===== src/rtl/u111_lb_target.sv =====
`default_nettype none
// ============================================================================
//  Module   : u111_lb_target
//  Purpose  : 68040 local-bus target with three R/W registers and an ID word,
//             used as the bring-up partner for the U111 bus-sizing initiator.
//  Revision : 1.0  initial release
// ============================================================================
module u111_lb_target #(
  parameter bit          PORT16 = 1'b0,
  parameter int unsigned WAIT   = 2,
  parameter logic [31:0] ID     = 32'h4150_4349
) (
  input  logic        CLK40,
  input  logic        RESET,
  input  logic        TSn,
  input  logic        SEL,
  input  logic [7:0]  A,
  input  logic [1:0]  SIZ,
  input  logic        RnW,
  input  logic [31:0] D_IN,
  output logic [31:0] D_OUT,
  output logic        D_OE,
  output logic        TACKn,
  output logic        TEAn,
  output logic        PORTSIZE,
  output logic        BUSY
);

  localparam logic [1:0] SIZ_LONG = 2'b00;
  localparam logic [1:0] SIZ_BYTE = 2'b01;
  localparam logic [1:0] SIZ_WORD = 2'b10;
  localparam logic [1:0] SIZ_LINE = 2'b11;
  localparam logic [2:0] WAIT_CNT = 3'(WAIT);

  typedef enum logic [1:0] {
    ST_IDLE = 2'd0,
    ST_WAIT = 2'd1,
    ST_ACK  = 2'd2,
    ST_ERR  = 2'd3
  } state_t;

  state_t      state_q;
  logic [1:0]  alo_q;
  logic [1:0]  siz_q;
  logic        rnw_q;
  logic        err_q;
  logic [2:0]  cnt_q;
  logic [1:0]  idx_q;
  logic [1:0]  beat_q;
  logic [31:0] regs_q [3];
  logic [31:0] dout_q;
  logic        oe_q;
  logic        tack_q;
  logic        tea_q;

  logic        start_err_d;
  logic [3:0]  wmask_d;
  logic [31:0] wdata_d;
  logic [1:0]  idx_nxt_d;
  logic [31:0] rd_cur_d;
  logic [31:0] rd_nxt_d;

  function automatic logic [31:0] pick(input logic [1:0] idx, input logic [31:0] r0,
                                       input logic [31:0] r1, input logic [31:0] r2);
    case (idx)
      2'd0:    return r0;
      2'd1:    return r1;
      2'd2:    return r2;
      default: return ID;
    endcase
  endfunction

  // A 16-bit port always returns the addressed half on the upper lanes.
  function automatic logic [31:0] fmt(input logic [31:0] w, input logic a1);
    if (PORT16) return a1 ? {w[15:0], 16'h0000} : {w[31:16], 16'h0000};
    return w;
  endfunction

  always_comb begin
    start_err_d = (A[7:4] != 4'h0);
    case (SIZ)
      SIZ_WORD: if (A[0])                     start_err_d = 1'b1;
      SIZ_LONG: if (A[1:0] != 2'b00)          start_err_d = 1'b1;
      SIZ_LINE: if (PORT16 || A[1:0] != 2'b00) start_err_d = 1'b1;
      default: ;
    endcase
  end

  // Byte-enable mask is indexed with bit 3 = register bits [31:24].
  always_comb begin
    wdata_d = D_IN;
    wmask_d = 4'b1111;
    if (PORT16) begin
      wdata_d = alo_q[1] ? {16'h0000, D_IN[31:16]} : {D_IN[31:16], 16'h0000};
      if (siz_q == SIZ_BYTE) wmask_d = 4'b1000 >> alo_q;
      else                   wmask_d = alo_q[1] ? 4'b0011 : 4'b1100;
    end else begin
      case (siz_q)
        SIZ_BYTE: wmask_d = 4'b1000 >> alo_q;
        SIZ_WORD: wmask_d = alo_q[1] ? 4'b0011 : 4'b1100;
        default:  wmask_d = 4'b1111;
      endcase
    end
  end

  always_comb begin
    idx_nxt_d = idx_q + 2'd1;
    rd_cur_d  = fmt(pick(idx_q,     regs_q[0], regs_q[1], regs_q[2]), alo_q[1]);
    rd_nxt_d  = fmt(pick(idx_nxt_d, regs_q[0], regs_q[1], regs_q[2]), alo_q[1]);
  end

  always_ff @(posedge CLK40) begin
    if (RESET) begin
      state_q <= ST_IDLE;
      alo_q   <= 2'b00;
      siz_q   <= SIZ_LONG;
      rnw_q   <= 1'b0;
      err_q   <= 1'b0;
      cnt_q   <= 3'd0;
      idx_q   <= 2'd0;
      beat_q  <= 2'd0;
      dout_q  <= 32'h0;
      oe_q    <= 1'b0;
      tack_q  <= 1'b1;
      tea_q   <= 1'b1;
      for (int r = 0; r < 3; r++) regs_q[r] <= 32'h0;
    end else begin
      case (state_q)
        ST_IDLE: begin
          if (!TSn && SEL) begin
            alo_q   <= A[1:0];
            idx_q   <= A[3:2];
            siz_q   <= SIZ;
            rnw_q   <= RnW;
            err_q   <= start_err_d;
            cnt_q   <= WAIT_CNT;
            beat_q  <= (SIZ == SIZ_LINE) ? 2'd3 : 2'd0;
            state_q <= ST_WAIT;
          end
        end
        // The first WAIT cycle doubles as the decode cycle, so errors and
        // zero-wait acks both respond one clock after the start edge.
        ST_WAIT: begin
          if (err_q) begin
            state_q <= ST_ERR;
            tea_q   <= 1'b0;
          end else if (cnt_q == 3'd0) begin
            state_q <= ST_ACK;
            tack_q  <= 1'b0;
            oe_q    <= rnw_q;
            dout_q  <= rd_cur_d;
          end else begin
            cnt_q <= cnt_q - 3'd1;
          end
        end
        ST_ACK: begin
          if (!rnw_q) begin
            for (int r = 0; r < 3; r++) begin
              if (idx_q == 2'(r)) begin
                for (int b = 0; b < 4; b++) begin
                  if (wmask_d[b]) regs_q[r][8*b +: 8] <= wdata_d[8*b +: 8];
                end
              end
            end
          end
          if (beat_q != 2'd0) begin
            beat_q <= beat_q - 2'd1;
            idx_q  <= idx_nxt_d;
            dout_q <= rd_nxt_d;
          end else begin
            state_q <= ST_IDLE;
            tack_q  <= 1'b1;
            oe_q    <= 1'b0;
          end
        end
        ST_ERR: begin
          state_q <= ST_IDLE;
          tea_q   <= 1'b1;
        end
        default: state_q <= ST_IDLE;
      endcase
    end
  end

  assign D_OUT    = dout_q;
  assign D_OE     = oe_q;
  assign TACKn    = tack_q;
  assign TEAn     = tea_q;
  assign PORTSIZE = PORT16;
  assign BUSY     = (state_q != ST_IDLE);

endmodule
`default_nettype wire

===== config.mk =====
export PLATFORM = sky130hd
export DESIGN_NAME = u111_lb_target
export DESIGN_NICKNAME = d
export VERILOG_FILES = /design/src/rtl/u111_lb_target.sv
export SDC_FILE = /design/constraint.sdc
export NUM_CORES = 1
export LEC_CHECK = 0
export ABC_AREA = 1
export CORE_MARGIN = 3
export CORE_UTILIZATION = 49
export CTS_CLUSTER_SIZE = 30
export DETAILED_ROUTE_END_ITERATION = 12
export DONT_BUFFER_PORTS = 1
export GPL_TIMING_DRIVEN = 0
export HOLD_SLACK_MARGIN = 0.02
export SYNTH_ARGS = -nofsm -noshare
export SYNTH_HDL_FRONTEND = slang
export SYNTH_SLANG_ARGS = --single-unit

===== constraint.sdc =====
create_clock -name CLK40 -period 2.14 [get_ports CLK40]
set_input_delay 0.107 -clock CLK40 [delete_from_list [all_inputs] [get_ports CLK40]]
set_output_delay 0.107 -clock CLK40 [all_outputs]
set_load 0.01 [all_outputs]

==> results_dict.tcl <==
set metrics [dict create \
    yosys.cell_types.count 31 \
    synth_most_common_cell "nand2_1" \
    cts_tree "built" \
    clock_latency_ps 430 \
    rows 43 \
    layout.nets 955 \
    drt_iter0_drc 487 \
    status "complete, no violations" \
    ioPinCount 84 \
    worst-setup-path-type "flop to flop" \
    die_h_um 126 \
    async_flop_share 0 \
    drv_cap 0 \
    worstPathMaxFanout 10 \
    drt-total-wl_um 19400 \
    nFillCells 1185 \
    die_width_um 126 \
    drc 0 \
    clockBufferDepth 2 \
    period_minus_slack_ps 2020 \
    syn_area_per_cell_um2 8.52 \
    ys.warnings.count 0 \
    yosys-top-cells-area "edfxtp_1 41%, nand2_1 15%, dfxtp_1 14%" \
    tightest_slew_ps 668 \
    cts.sinks 146 \
    synth_nets 892 \
    ys_seq_elements 146 \
    maxSlewViolCount 0 \
    initial_core_util 0.505 \
    syn_inst 832 \
    diodes 0 \
    cts_made_buffers 17 \
    drt-wirelength-per-cell_um 17.8 \
    cts-root-buf "clkbuf_16" \
    grt_max_degree 17 \
    hp-class "primary input to flop" \
    ys.flop_type "edfxtp_1" \
    cp.required_ps 2260 \
    grt_pass1_wl_um 30800 \
    synth_area_mm2 0.00709 \
    synthTopCellsByCount "277 x nand2_1, 96 x edfxtp_1, 76 x nand3_1" \
    grt_usage 0.249 \
    core-area_mm2 0.0140 \
    antenna_found_initial 0 \
    vdd_ir_drop_max_mv 0.600 \
    min_period_over_period 0.945 \
    crit_arrival_ps 2140 \
    synth-edff-count 96 \
    dp_hpwl_um 13400 \
    clock_skew_ps 9.57 \
    ant_nets 0 \
    relSlewSlack 0.555 \
    hold_violations 0 \
    hold_ws_ps 87.2 \
    via_count 6038 \
    drive_gt1_frac 0.117 \
    yosys.area.top_type_share 0.407 \
    end_kind "flop" \
    p_total_mw 7.76 \
    max_freq_mhz 495 \
    yosysTopAreaCell "edfxtp_1" \
    grt_pass1_vias 6035 \
    place_congestion 0.864 \
    port_buffers 0 \
    drt_first_pass_iters 5 \
    critPathLaunchType "flop" \
    p_leak_nw 3.50 \
    vias_per_cell 5.55 \
    clkTransAtPathRegs_ps 60 \
    grt_overflow 0 \
    yosysSeqAreaShare 0.548 \
    setup_violations 0 \
    area_growth_pct 18.7 \
    power_density_mw_per_mm2 923 \
    fp.dieArea_mm2 0.0160 \
    htree_levels 4 \
]
final timing paths:
path | cells after the start | end | slack [ps] | startpoint
setup reg to reg | 7 | regs_q[2][4]$_DFFE_PP_ | 120 | idx_q[0]$_SDFFE_PP0P_
hold / removal | 4 | siz_q[1]$_SDFFE_PP0P_ | 90 | RESET
setup / recovery | 7 | regs_q[2][4]$_DFFE_PP_ | 120 | idx_q[0]$_SDFFE_PP0P_
hold reg to reg | 2 | beat_q[1]$_SDFFE_PP0P_ | 480 | beat_q[1]$_SDFFE_PP0P_
critical path, stage by stage, from the launching register on:
cell     delay (ps)
dfxtp_1         410
inv_1           120
ha_2            280
and3_1          200
buf_4           160
nand2_4         130
buf_6           210
nand2_2         200
metal layers:
metal | wire length [um] | GRT usage | vias to the layer above
li1 | - | - | 2886
met1 | 8030 | 0.314 | 2826
met2 | 9380 | 0.418 | 284
met3 | 1570 | 0.0539 | 42
met4 | 420 | 0.102 | 0
met5 | 0 | 0 | -
sequential cells by signal, summed over array words and instances, names as in the netlist:
name / count
regs_q: 96
D_OUT: 32
cnt_q: 3
alo_q: 2
beat_q: 2
idx_q: 2
siz_q: 2
state_q: 2
D_OE: 1
TACKn: 1
TEAn: 1
err_q: 1
rnw_q: 1
area by class of cell:
cell class | instances | area, um2 | share of cell area
flip-flops and latches | 146 | 3880 | 0.462
inverters | 63 | 239 | 0.0284
clock buffers | 21 | 460 | 0.0547
repair buffers | 45 | 450 | 0.0535
clock inverters | 11 | 160 | 0.0190
well taps | 180 | 225 | 0.0268
multi-input cells | 577 | 2750 | 0.327
plain buffers | 45 | 248 | 0.0294
cell families after synthesis:
kind of cell    Yosys count  synth area share
flops                   146             0.548
buf+inv                 109            0.0685
fa+ha+maj                13            0.0229
compound gates          142             0.119
other cells               1          0.000529
simple gates            421             0.241
per-stage QoR:
stage                      util  area, um2  setup TNS (ps)  instances  setup slack, ps
after floorplan               -       7090               0        832              325
after global placement    0.521       7320           -8300       1012             -362
after detailed placement  0.521       7320           -8750       1012             -371
after CTS                 0.598       8400               0       1088             19.0
after global routing      0.599       8410           -28.1       1088            -4.22
final                     0.599       8410               0       1088              118
cell usage in the layout, fill, tap and decap left out, types with 2 or more instances in the layout:
master	netlist	layout
dfxtp_1	50	50
nand2_1	277	269
buf_6	3	4
nor2_1	58	58
clkbuf_16	0	17
o211ai_1	2	2
o22ai_1	10	10
ha_1	13	12
o21ai_1	13	13
nand3_1	76	76
a21oi_2	29	30
inv_2	3	3
clkinv_2	0	4
clkbuf_8	0	2
nand2_2	4	12
dlygate4sd3_1	0	45
clkbuf_1	16	17
clkinv_1	1	2
inv_1	58	58
buf_1	4	3
edfxtp_1	96	96
bufinv_16	0	4
o21ai_0	35	35
buf_2	14	14
a21oi_1	49	48
buf_4	9	8
a31oi_1	3	3
report_power, final:
| part | switching, mW | total (mW) | internal, mW |
|---|---|---|---|
| combinational | 0.821 | 1.22 | 0.400 |
| sequential | 0.184 | 3.42 | 3.23 |
| clock | 1.13 | 3.13 | 2.00 |
repair_timing:
action,in CTS,in global routing
resized for setup,7,5
hold buffers,45,0
hold endpoints to repair,111,0
setup endpoints to repair,32,96
buffers inserted,0,0
Power figures use the tool's default switching activity.
